[config.mk]
export PLATFORM = sky130hd
export DESIGN_NAME = registro_display
export DESIGN_NICKNAME = d
export VERILOG_FILES = /design/src/rtl/registro_display_pkg.sv /design/src/rtl/decodificador_7seg.sv /design/src/rtl/registro_display.sv
export SDC_FILE = /design/constraint.sdc
export NUM_CORES = 1
export LEC_CHECK = 0
export CAP_MARGIN = 5
export CELL_PAD_IN_SITES_DETAIL_PLACEMENT = 0
export CELL_PAD_IN_SITES_GLOBAL_PLACEMENT = 2
export CORE_MARGIN = 2
export CORE_UTILIZATION = 34
export DETAILED_ROUTE_END_ITERATION = 6
export GPL_TIMING_DRIVEN = 0
export PLACE_DENSITY_LB_ADDON = 0.2
export SLEW_MARGIN = 15
export SYNTH_ARGS = -nofsm -noshare
export SYNTH_HDL_FRONTEND = slang
export SYNTH_SLANG_ARGS = --single-unit
[constraint.sdc]
create_clock -name clck_i -period 3.8 [get_ports clck_i]
set_input_delay 0.76 -clock clck_i [delete_from_list [all_inputs] [get_ports clck_i]]
set_output_delay 0.76 -clock clck_i [all_outputs]
set_load 0.03 [all_outputs]
[src/rtl/registro_display_pkg.sv]
// Shared constants for the display/LED register block: register map,
// control layout and reset value, and the 7-segment glyph table.
package registro_display_pkg;

  // Register map (addr_i)
  localparam logic [1:0] DIR_DATOS      = 2'b00;
  localparam logic [1:0] DIR_LEDS       = 2'b01;
  localparam logic [1:0] DIR_CONTROL    = 2'b10;
  localparam logic [1:0] DIR_RESERVADA  = 2'b11;

  // Control register: upper byte = decimal-point mask, lower byte = digit enable
  typedef struct packed {
    logic [7:0] dp_mask;
    logic [7:0] en_mask;
  } control_t;

  // All digits enabled, no decimal points lit
  localparam logic [31:0] CONTROL_RST = 32'h0000_00FF;

  // Blanked-digit drive levels (everything active-low, so all ones = dark)
  localparam logic [7:0] ANODOS_APAGADOS = 8'hFF;
  localparam logic [6:0] SEG_APAGADO     = 7'h7F;

  // Active-low glyphs, bit6 = g ... bit0 = a, indexed by the hex nibble
  typedef logic [6:0] seg_t;
  localparam seg_t TABLA_SEG [16] = '{
    7'h40, 7'h79, 7'h24, 7'h30,   // 0 1 2 3
    7'h19, 7'h12, 7'h02, 7'h78,   // 4 5 6 7
    7'h00, 7'h10, 7'h08, 7'h03,   // 8 9 A b
    7'h46, 7'h21, 7'h06, 7'h0E    // C d E F
  };

endpackage

[src/rtl/decodificador_7seg.sv]
// Hex nibble to active-low 7-segment pattern (g..a), purely combinational.
module decodificador_7seg
  import registro_display_pkg::*;
(
  input  logic [3:0] nibble,
  output logic [6:0] segmentos
);

  // Table lookup of the glyph for the current nibble
  always_comb begin
    segmentos = TABLA_SEG[nibble];
  end

endmodule

[src/rtl/registro_display.sv]
// CPU-writable display/LED peripheral: holds eight hex digits, a LED word and
// a control word, and time-multiplexes the digits onto a common-anode
// 8-digit 7-segment display.
module registro_display
  import registro_display_pkg::*;
#(
  parameter int CICLOS_REFRESCO = 100000
)
(
  input  logic        clck_i,
  input  logic        rst_i,
  input  logic        we_i,
  input  logic [1:0]  addr_i,
  input  logic [31:0] wdata_i,
  output logic [31:0] rdata_o,
  output logic [15:0] leds_o,
  output logic [7:0]  anodos_o,
  output logic [6:0]  segmentos_o,
  output logic        dp_o
);

  localparam int CNT_W = (CICLOS_REFRESCO > 1) ? $clog2(CICLOS_REFRESCO) : 1;
  localparam logic [CNT_W-1:0] CNT_FIN = CNT_W'(CICLOS_REFRESCO - 1);

  logic [31:0]      datos_q;
  logic [15:0]      leds_q;
  control_t         control_q;
  logic [CNT_W-1:0] cnt_q;
  logic [2:0]       idx_q;

  logic [3:0] nibble_p0;
  logic [6:0] seg_dec_p0;
  logic [7:0] anodos_p0;
  logic [6:0] seg_p0;
  logic       dp_p0;

  logic [7:0] anodos_p1;
  logic [6:0] seg_p1;
  logic       dp_p1;

  // CPU register file; reserved address writes fall through untouched
  always_ff @(posedge clck_i or posedge rst_i) begin
    if (rst_i) begin
      datos_q   <= '0;
      leds_q    <= '0;
      control_q <= control_t'(CONTROL_RST[15:0]);
    end else if (we_i) begin
      case (addr_i)
        DIR_DATOS:   datos_q   <= wdata_i;
        DIR_LEDS:    leds_q    <= wdata_i[15:0];
        DIR_CONTROL: control_q <= control_t'(wdata_i[15:0]);
        default:     ;
      endcase
    end
  end

  // Slot timer and digit index; index steps when the slot timer wraps
  always_ff @(posedge clck_i or posedge rst_i) begin
    if (rst_i) begin
      cnt_q <= '0;
      idx_q <= '0;
    end else if (cnt_q == CNT_FIN) begin
      cnt_q <= '0;
      idx_q <= idx_q + 3'd1;
    end else begin
      cnt_q <= cnt_q + CNT_W'(1);
    end
  end

  // ---- p0: select the digit for the current index and decode it ----
  assign nibble_p0 = datos_q[{idx_q, 2'b00} +: 4];

  decodificador_7seg u_deco (
    .nibble    (nibble_p0),
    .segmentos (seg_dec_p0)
  );

  // Drive levels for the current slot; a disabled digit stays fully dark
  always_comb begin
    anodos_p0 = ANODOS_APAGADOS;
    seg_p0    = SEG_APAGADO;
    dp_p0     = 1'b1;
    if (control_q.en_mask[idx_q]) begin
      anodos_p0 = ~(8'h01 << idx_q);
      seg_p0    = seg_dec_p0;
      dp_p0     = ~control_q.dp_mask[idx_q];
    end
  end

  // ---- p1: registered display drive, glitch-free at the pins ----
  always_ff @(posedge clck_i or posedge rst_i) begin
    if (rst_i) begin
      anodos_p1 <= ANODOS_APAGADOS;
      seg_p1    <= SEG_APAGADO;
      dp_p1     <= 1'b1;
    end else begin
      anodos_p1 <= anodos_p0;
      seg_p1    <= seg_p0;
      dp_p1     <= dp_p0;
    end
  end

  assign anodos_o    = anodos_p1;
  assign segmentos_o = seg_p1;
  assign dp_o        = dp_p1;
  assign leds_o      = leds_q;

  // Combinational readback of the addressed register
  always_comb begin
    rdata_o = '0;
    case (addr_i)
      DIR_DATOS:   rdata_o = datos_q;
      DIR_LEDS:    rdata_o = {16'h0000, leds_q};
      DIR_CONTROL: rdata_o = {16'h0000, control_q};
      default:     rdata_o = '0;
    endcase
  end

endmodule
# Word level (Yosys, flattened, before mapping)
# Memories as Yosys holds them, arrays and structs flattened.
# Index checks and enable logic that the tools add are counted.
# totals
reg_bits	100
mem_bits_ro	112
output_inout_bits	64
memories	1
# memory_table
name	words	width	read_ports	rd_clocked_by_memory_dff	wr	line	rtl
(no name shown)	16	7	1	0	0	decodificador_7seg.sv:11	segmentos = TABLA_SEG[nibble];
# classes
addsub	2
n_lt_le_gt_ge	2
n_eq_ne	3
shift	2
mux	11
bitwise_logic	3
reduce_logical	4
# ops
operator	count
$pmux W32 S3	1
$shiftx A32 B6 Y4	1
$mux W7	3
$add A17 B1 Y17 const B	1
$eq A17 B17 Y1 const B	1
$mux W17	1
$mux W8	1
$not A8 Y8	1
$shl A1 B3 Y8 const A	1
$bmux W1 S3	2
$reduce_and A2 Y1	3
$ge A5 B5 Y1 const B	1
$not A4 Y5	1
$lt A3 B4 Y1 const B	1
$add A3 B1 Y3 const B	1
$mux W1	3
$eq A2 B1 Y1 const B	1
$eq A2 B2 Y1 const B	1
$logic_not A2 Y1	1
$not A1 Y1	1

# Logic depth before layout (Yosys ltp)
# Gate-level depths: netlist of run 1.
# logic_depth
word_depth	6
mapped_depth	11
depth_no_buf	9

# Cells and area by module
# A second synthesis of run 1 with hierarchy kept.
# hier_totals
hier_cells	398
area_unflattened_um2	4972.3
# by_module_without_submodules
mod	n_inst	cells_each	area_each_um2
registro_display	1	367	4709.5
decodificador_7seg	1	31	262.8

# Worst setup path after synthesis of run 1
# No wires, ideal clock.
# synth_path
path_type	input to output
start	input addr_i[0]
end	output rdata_o[0]
arrival_time_ns	2.273
required_time_ns	3.040
setup_slack_ns	0.767
path_stages	4
path_buffers	2
cell_sequence	buf_2 -> buf_1 -> mux2i_1 -> o21ai_0
# synth_via
elab_chain_len	2
elab_cells_between_ends	4
classes_between	2 x eq/ne; 1 x mux; 1 x reduce/logical
# synth_rtl
element	line	rtl
start, declared	registro_display.sv:13	input logic [1:0] addr_i,
$eq A2 B2 Y1 (tied with other cells)	registro_display.sv:111	case (addr_i)
$pmux W32 S3 (*)	registro_display.sv:111	
end, declared	registro_display.sv:15	output logic [31:0] rdata_o,
# Every way passes the cells marked *; elsewhere a longest branch is shown, timed or not.

# Worst setup path after layout of run 1
# layout_path
start	input addr_i[1]
end	output rdata_o[6]
# The elaborated chain is that of the path after synthesis.

==> impl_metrics.env, run 1 <==
export IMPL_met3_usage_pct=4.04
export IMPL_numCtsBuffers=9
export IMPL_finalHoldViolCount=0
export IMPL_clkLatencyLatePin_ns=0.35
export IMPL_p_switching_w=0.000951
export IMPL_worstPathCellList="clkbuf_1, nor2b_1, clkbuf_1, clkbuf_2, nand2_1, o21ai_0, clkdlybuf4s50_1"
export IMPL_dieHeight_um=124
export IMPL_grt_pass1_wl_mm=19.4
export IMPL_syn_area_mm2=0.00492
export IMPL_relSlewSlack_pct=52.8
export IMPL_place_hpwl_mm=9.05
export IMPL_seq_area_frac_synth_pct=51.4
export IMPL_nNetsFinal=558
export IMPL_yosysWarnings=0
export IMPL_drt_wl_total_mm=12.3
export IMPL_synth_edf_count=0
export IMPL_use_met1_pct=20.7
export IMPL_io_pins=101
export IMPL_layout_min_cycle_time_ns=3.65
export IMPL_coreArea_mm2=0.0140
export IMPL_fmax_mhz=274
export IMPL_synthArstFlopShare_pct=100
export IMPL_fillers=1360
export IMPL_path_max_fanout=10
export IMPL_synth_area_per_cell_um2=12.4
export IMPL_clock_path_buffers=2
export IMPL_viasPerCell=4.93
export IMPL_vias=3415
export IMPL_drive_gt1_share_pct=25.1
export IMPL_area_growth_pct=32.0
export IMPL_clkTransAtPathRegs_ns=0.07
export IMPL_finalCritPeriodShare_pct=96.1
export IMPL_layout_commonest_cell="clkdlybuf4s50_1"
export IMPL_synth_top_family_by_area="multiplexers"
export IMPL_synth_ff_type="dfrtp_1"
export IMPL_grt_pass1_vias=3601
export IMPL_cp_slowest_stage_delay_ns=0.75
export IMPL_drc=0
export IMPL_power_density_mw_per_mm2=500
export IMPL_grt_overflow=0
export IMPL_cap_violations=0
export IMPL_num_rows=43
export IMPL_ys_types=41
export IMPL_dpl_instance_area_mm2=0.00616
export IMPL_required_ns=3.04
export IMPL_p_leak_nw=2.68
export IMPL_layout_common_cells="clkdlybuf4s50_1, dfrtp_1, mux2_2"
export IMPL_synth_xor_area_share_pct=2.85
export IMPL_ys_seq_elements=100
export IMPL_cts_root_buf="clkbuf_16"
export IMPL_cpMostUsedCell="clkbuf_1"
export IMPL_slew_viol_final=0
export IMPL_gp_congestion=0.758
export IMPL_internal_power_w=0.00230
export IMPL_top_usage_layer="met2"
export IMPL_grtUsageTotal_pct=16.2
export IMPL_portBuffers=98
export IMPL_comb_power_share_pct=26.1
export IMPL_pwr_share_seq_pct=41.9
export IMPL_use_met2_pct=26.8
export IMPL_tightest_slew_ns=0.708
export IMPL_first_pass_iters=4
export IMPL_die_x_um=124
export IMPL_cts_tree="yes"
export IMPL_cp_num_buf_inv=4
export IMPL_synth_compound_area_share_pct=3.91
export IMPL_synthSimpleGateAreaFrac_pct=10.6
export IMPL_synthCells=398
export IMPL_synth_fa_ha_area_share_pct=3.30
export IMPL_synth_mux_area_share_pct=25.2
export IMPL_status="complete, no violations"
export IMPL_vdd_drop_max_mv=0.228
export IMPL_clock_skew_ns=0.0104
export IMPL_setup_viol=0
export IMPL_stdcell_area_mm2=0.00650
export IMPL_antennaDiodeCount=0
export IMPL_crit_slowest_cell="clkdlybuf4s50_1"
export IMPL_rsz0062_at_grt="false"
export IMPL_dr_first_iter_drc_count=138
export IMPL_clkSinkCount=100
export IMPL_swShare_pct=29.3
export IMPL_hp_class="flop to flop"
export IMPL_htreeDepth=3
export IMPL_antenna_found_initial=0
export IMPL_start_util_pct=35.2
export IMPL_synth_nets=448
export IMPL_post_drt_wl_per_cell_um=17.8
export IMPL_antenna_left=0
export IMPL_worstPathArrival_ns=2.89
export IMPL_crit_family="buffers and inverters"
export IMPL_dieArea_mm2=0.0155
export IMPL_finalSetupTns_ns=0
export IMPL_timing_critical_path_from_type="input pin"
export IMPL_grt_max_degree=62
export IMPL_critPathKind="input pin to output port"
export IMPL_worstSetupEndpointType="output port"
export IMPL_hold_buffers=0
export IMPL_clkPwrFrac_pct=32.0
power by group through the flow:
stage,Sequential (W),Clock [W],Combinational [W]
final,0.00136,0.00104,0.000847
after global routing,0.00138,0.00112,0.000909
after CTS,0.00136,0.00108,0.000858
after detailed placement,0.00138,0,0.000855
after global placement,0.00138,0,0.000846
after floorplan,0.00146,0,0.000414
worst register-to-register path, stage by stage, from the launching register on:
cell and delay, ns:
dfrtp_1 0.37, clkbuf_1 0.37, buf_2 0.39, mux4_2 0.36, mux2i_1 0.41, inv_1 0.18
ha_1 0.24, inv_1 0.07, a21oi_1 0.05, a2111oi_0 0.42, a31oi_1 0.09
metrics by stage:
step                      instances  power, W  setup WS (ns)  utilization [%]  hold slack (ns)
after floorplan                 398   0.00188          0.461                -            0.451
after global placement          676   0.00222          -1.19             43.8            0.478
after detailed placement        677   0.00224         0.0251             44.1            0.478
after CTS                       693   0.00330         0.0201             46.5            0.496
after global routing            693   0.00341         0.0484             46.5            0.508
final                           693   0.00325          0.148             46.5            0.494
cell families after synthesis:
family                   Yosys count
multiplexers                     103
AND/OR/NAND/NOR                  103
flip-flops                       100
AO/OA/AOI/OAI                     32
buffers and inverters             31
XOR/XNOR                          16
adder cells (fa/ha/maj)           13
worst paths after layout:
| check | endpoint | slack [ns] | start | depth (start not counted) |
|---|---|---|---|---|
| min in group asynchronous | leds_o[0] | 0.79 | rst_i | 2 |
| worst max-delay path | rdata_o[6] | 0.15 | addr_i[1] | 7 |
| worst min register to register | cnt_q[0] | 0.49 | cnt_q[0] | 1 |
| worst min-delay path | cnt_q[0] | 0.49 | cnt_q[0] | 1 |
| max in group asynchronous | control_q[3] | 2.33 | rst_i | 3 |
| worst max register to register | segmentos_o[3] | 0.76 | idx_q[1] | 10 |
Yosys cell counts (4+ instances only):
master	instances	area, µm²
mux2i_1	26	260
inv_1	9	33.8
mux4_2	10	225
dfrtp_1	76	1900
o21ai_0	19	95.1
mux2_2	66	743
buf_1	4	15.0
ha_1	13	163
nand3_1	7	35.0
and2_1	20	125
dfstp_2	24	631
nor2_1	13	48.8
xor2_1	6	52.6
nor3_1	4	20.0
buf_2	4	20.0
clkbuf_1	11	41.3
nand2_1	42	158
xnor2_1	10	87.6
state kept, by name, indices dropped and copies added (netlist names):
name / flops
dp_o: 1
datos_q: 32
segmentos_o: 7
control_q: 16
idx_q: 3
anodos_o: 8
cnt_q: 17
leds_o: 16
layer usage:
metal	wire [µm]	up-vias	share of wire (%)
met2	6100	61	49
li1	-	1619	-
met1	5590	1723	45
met4	151	0	1.2
met3	482	12	3.9
met5	0	-	0
cell type report:
cell class | count | area (µm²) | share of cell area (%)
Clock buffer | 12 | 236 | 3.64
Tap cell | 180 | 225 | 3.46
Timing Repair Buffer | 99 | 1010 | 15.5
Buffer | 21 | 97.6 | 1.50
Clock inverter | 4 | 98.8 | 1.52
Inverter | 10 | 42.5 | 0.654
Multi-Input combinational cell | 267 | 2260 | 34.8
Sequential cell | 100 | 2530 | 39.0
timing repair:
item                       4_1_cts  5_1_grt
buffers inserted                 0        0
gates resized for setup          0        4
setup endpoints to repair        0       10
(Power assumes the default switching activity.)
==> run 2, diff against run 1 <==
- clock period: 3.8 -> 3.4 ns (I/O delays scaled with it)
==> impl_metrics.env, run 2 (same netlist as run 1, synthesis figures left out) <==
export IMPL_vdd_drop_max_mv=0.255
export IMPL_critPathKind="input pin to output port"
export IMPL_antenna_found_initial=0
export IMPL_num_rows=43
export IMPL_post_drt_wl_per_cell_um=17.8
export IMPL_place_hpwl_mm=9.05
export IMPL_power_density_mw_per_mm2=557
export IMPL_clock_path_buffers=2
export IMPL_die_x_um=124
export IMPL_hp_class="flop to flop"
export IMPL_dieArea_mm2=0.0155
export IMPL_clkLatencyLatePin_ns=0.35
export IMPL_cts_setup_buffers=0
export IMPL_top_register="datos_q"
export IMPL_layout_common_cells="clkdlybuf4s50_1, dfrtp_1, mux2_2"
export IMPL_grt_pass1_vias=3602
export IMPL_vias=3410
export IMPL_cts_tree="yes"
export IMPL_clkSinkCount=100
export IMPL_clock_skew_ns=0.0104
export IMPL_tightest_slew_ns=0.719
export IMPL_dp_slack_ns=-0.215
export IMPL_timing_critical_path_from_type="input pin"
export IMPL_cap_violations=0
export IMPL_fin_ws_ns=0.237
export IMPL_drive_gt1_share_pct=25.3
export IMPL_dr_first_iter_drc_count=125
export IMPL_grtUsageTotal_pct=16.2
export IMPL_finalHoldViolCount=0
export IMPL_worstPathArrival_ns=2.48
export IMPL_p_leak_nw=2.71
export IMPL_grt_max_degree=62
export IMPL_start_util_pct=35.2
export IMPL_largest_reg_flops=32
export IMPL_dieHeight_um=124
export IMPL_setup_viol=0
export IMPL_rsz0062_at_grt="false"
export IMPL_clkTransAtPathRegs_ns=0.07
export IMPL_top_regs="datos_q x32, cnt_q x17"
export IMPL_antenna_left=0
export IMPL_relSlewSlack_pct=52.1
export IMPL_finalCritPeriodShare_pct=93.0
export IMPL_layout_commonest_cell="clkdlybuf4s50_1"
export IMPL_io_pins=101
export IMPL_worstSetupEndpointType="output port"
export IMPL_fmax_mhz=316
export IMPL_numCtsBuffers=9
export IMPL_drt_wl_total_mm=12.3
export IMPL_antennaDiodeCount=0
export IMPL_coreArea_mm2=0.0140
export IMPL_first_pass_iters=4
export IMPL_path_max_fanout=10
export IMPL_grt_overflow=0
export IMPL_status="complete, no violations"
export IMPL_cts_root_buf="clkbuf_16"
export IMPL_viasPerCell=4.92
export IMPL_grt_pass1_wl_mm=19.4
export IMPL_required_ns=2.72
export IMPL_portBuffers=98
export IMPL_area_growth_pct=32.3
export IMPL_power_w=0.00363
export IMPL_nNetsFinal=558
export IMPL_gp_congestion=0.758
export IMPL_slew_viol_final=0
export IMPL_htreeDepth=3
export IMPL_rrSetupSlack_ns=0.37
export IMPL_layout_min_cycle_time_ns=3.16
export IMPL_drc=0
## run 2: where the power goes
group	switching [W]	internal (W)	total, W
sequential	0.000125	0.00140	0.00152
combinational	0.000497	0.000450	0.000947
clock	0.000441	0.000722	0.00116
total	0.00106	0.00257	0.00363
## run 2: metrics by stage
step | cells | TNS, ns | hold slack (ns) | util, % | cell area, µm²
CTS | 693 | 0 | 0.496 | 46.5 | 6510
floorplan | 398 | 0 | 0.451 | - | 4920
detailed placement | 677 | -1.32 | 0.478 | 44.1 | 6160
finish | 693 | 0 | 0.492 | 46.6 | 6520
global route | 693 | 0 | 0.508 | 46.6 | 6520
global placement | 676 | -126.95 | 0.478 | 43.8 | 6130
## run 2: repair_timing
item | in CTS | in global routing
setup endpoints to repair | 10 | 9
gates resized for setup | 4 | 6
hold buffers | 0 | 0
pin swaps | 0 | 0
## run 2: path summary, 6_finish.rpt
check,start,end,cells past startpoint
max in group asynchronous,rst_i,control_q[3],3
min reg2reg,cnt_q[0],cnt_q[0],1
min in group asynchronous,rst_i,leds_o[0],2
min,cnt_q[0],cnt_q[0],1
max reg2reg,idx_q[1],segmentos_o[3],10
max,addr_i[1],rdata_o[9],7
## run 2: cell type report
class,count,area (µm²)
fill,1364,7470
sequential,100,2530
multi-input combinational,267,2260
timing repair buffer,99,1010
clock buffer,12,236
tap,180,225
buffer,21,108
clock inverter,4,98.8
inverter,10,42.5
## run 2: worst max-delay path: stages
cell and delay [ns]:
clkbuf_1 0.30, nor2b_1 0.18, clkbuf_2 0.20, clkbuf_4 0.27
nand2_1 0.07, o21ai_0 0.08, clkdlybuf4s50_1 0.70
## run 2: metal layers
layer / up-vias / GRT usage [%] / share of wire, %
met1: 1723 / 20.7 / 46
met3: 11 / 4.04 / 3.5
met2: 60 / 26.9 / 50
met4: 0 / 5.09 / 1.2
met5: - / 0 / 0
li1: 1616 / - / -
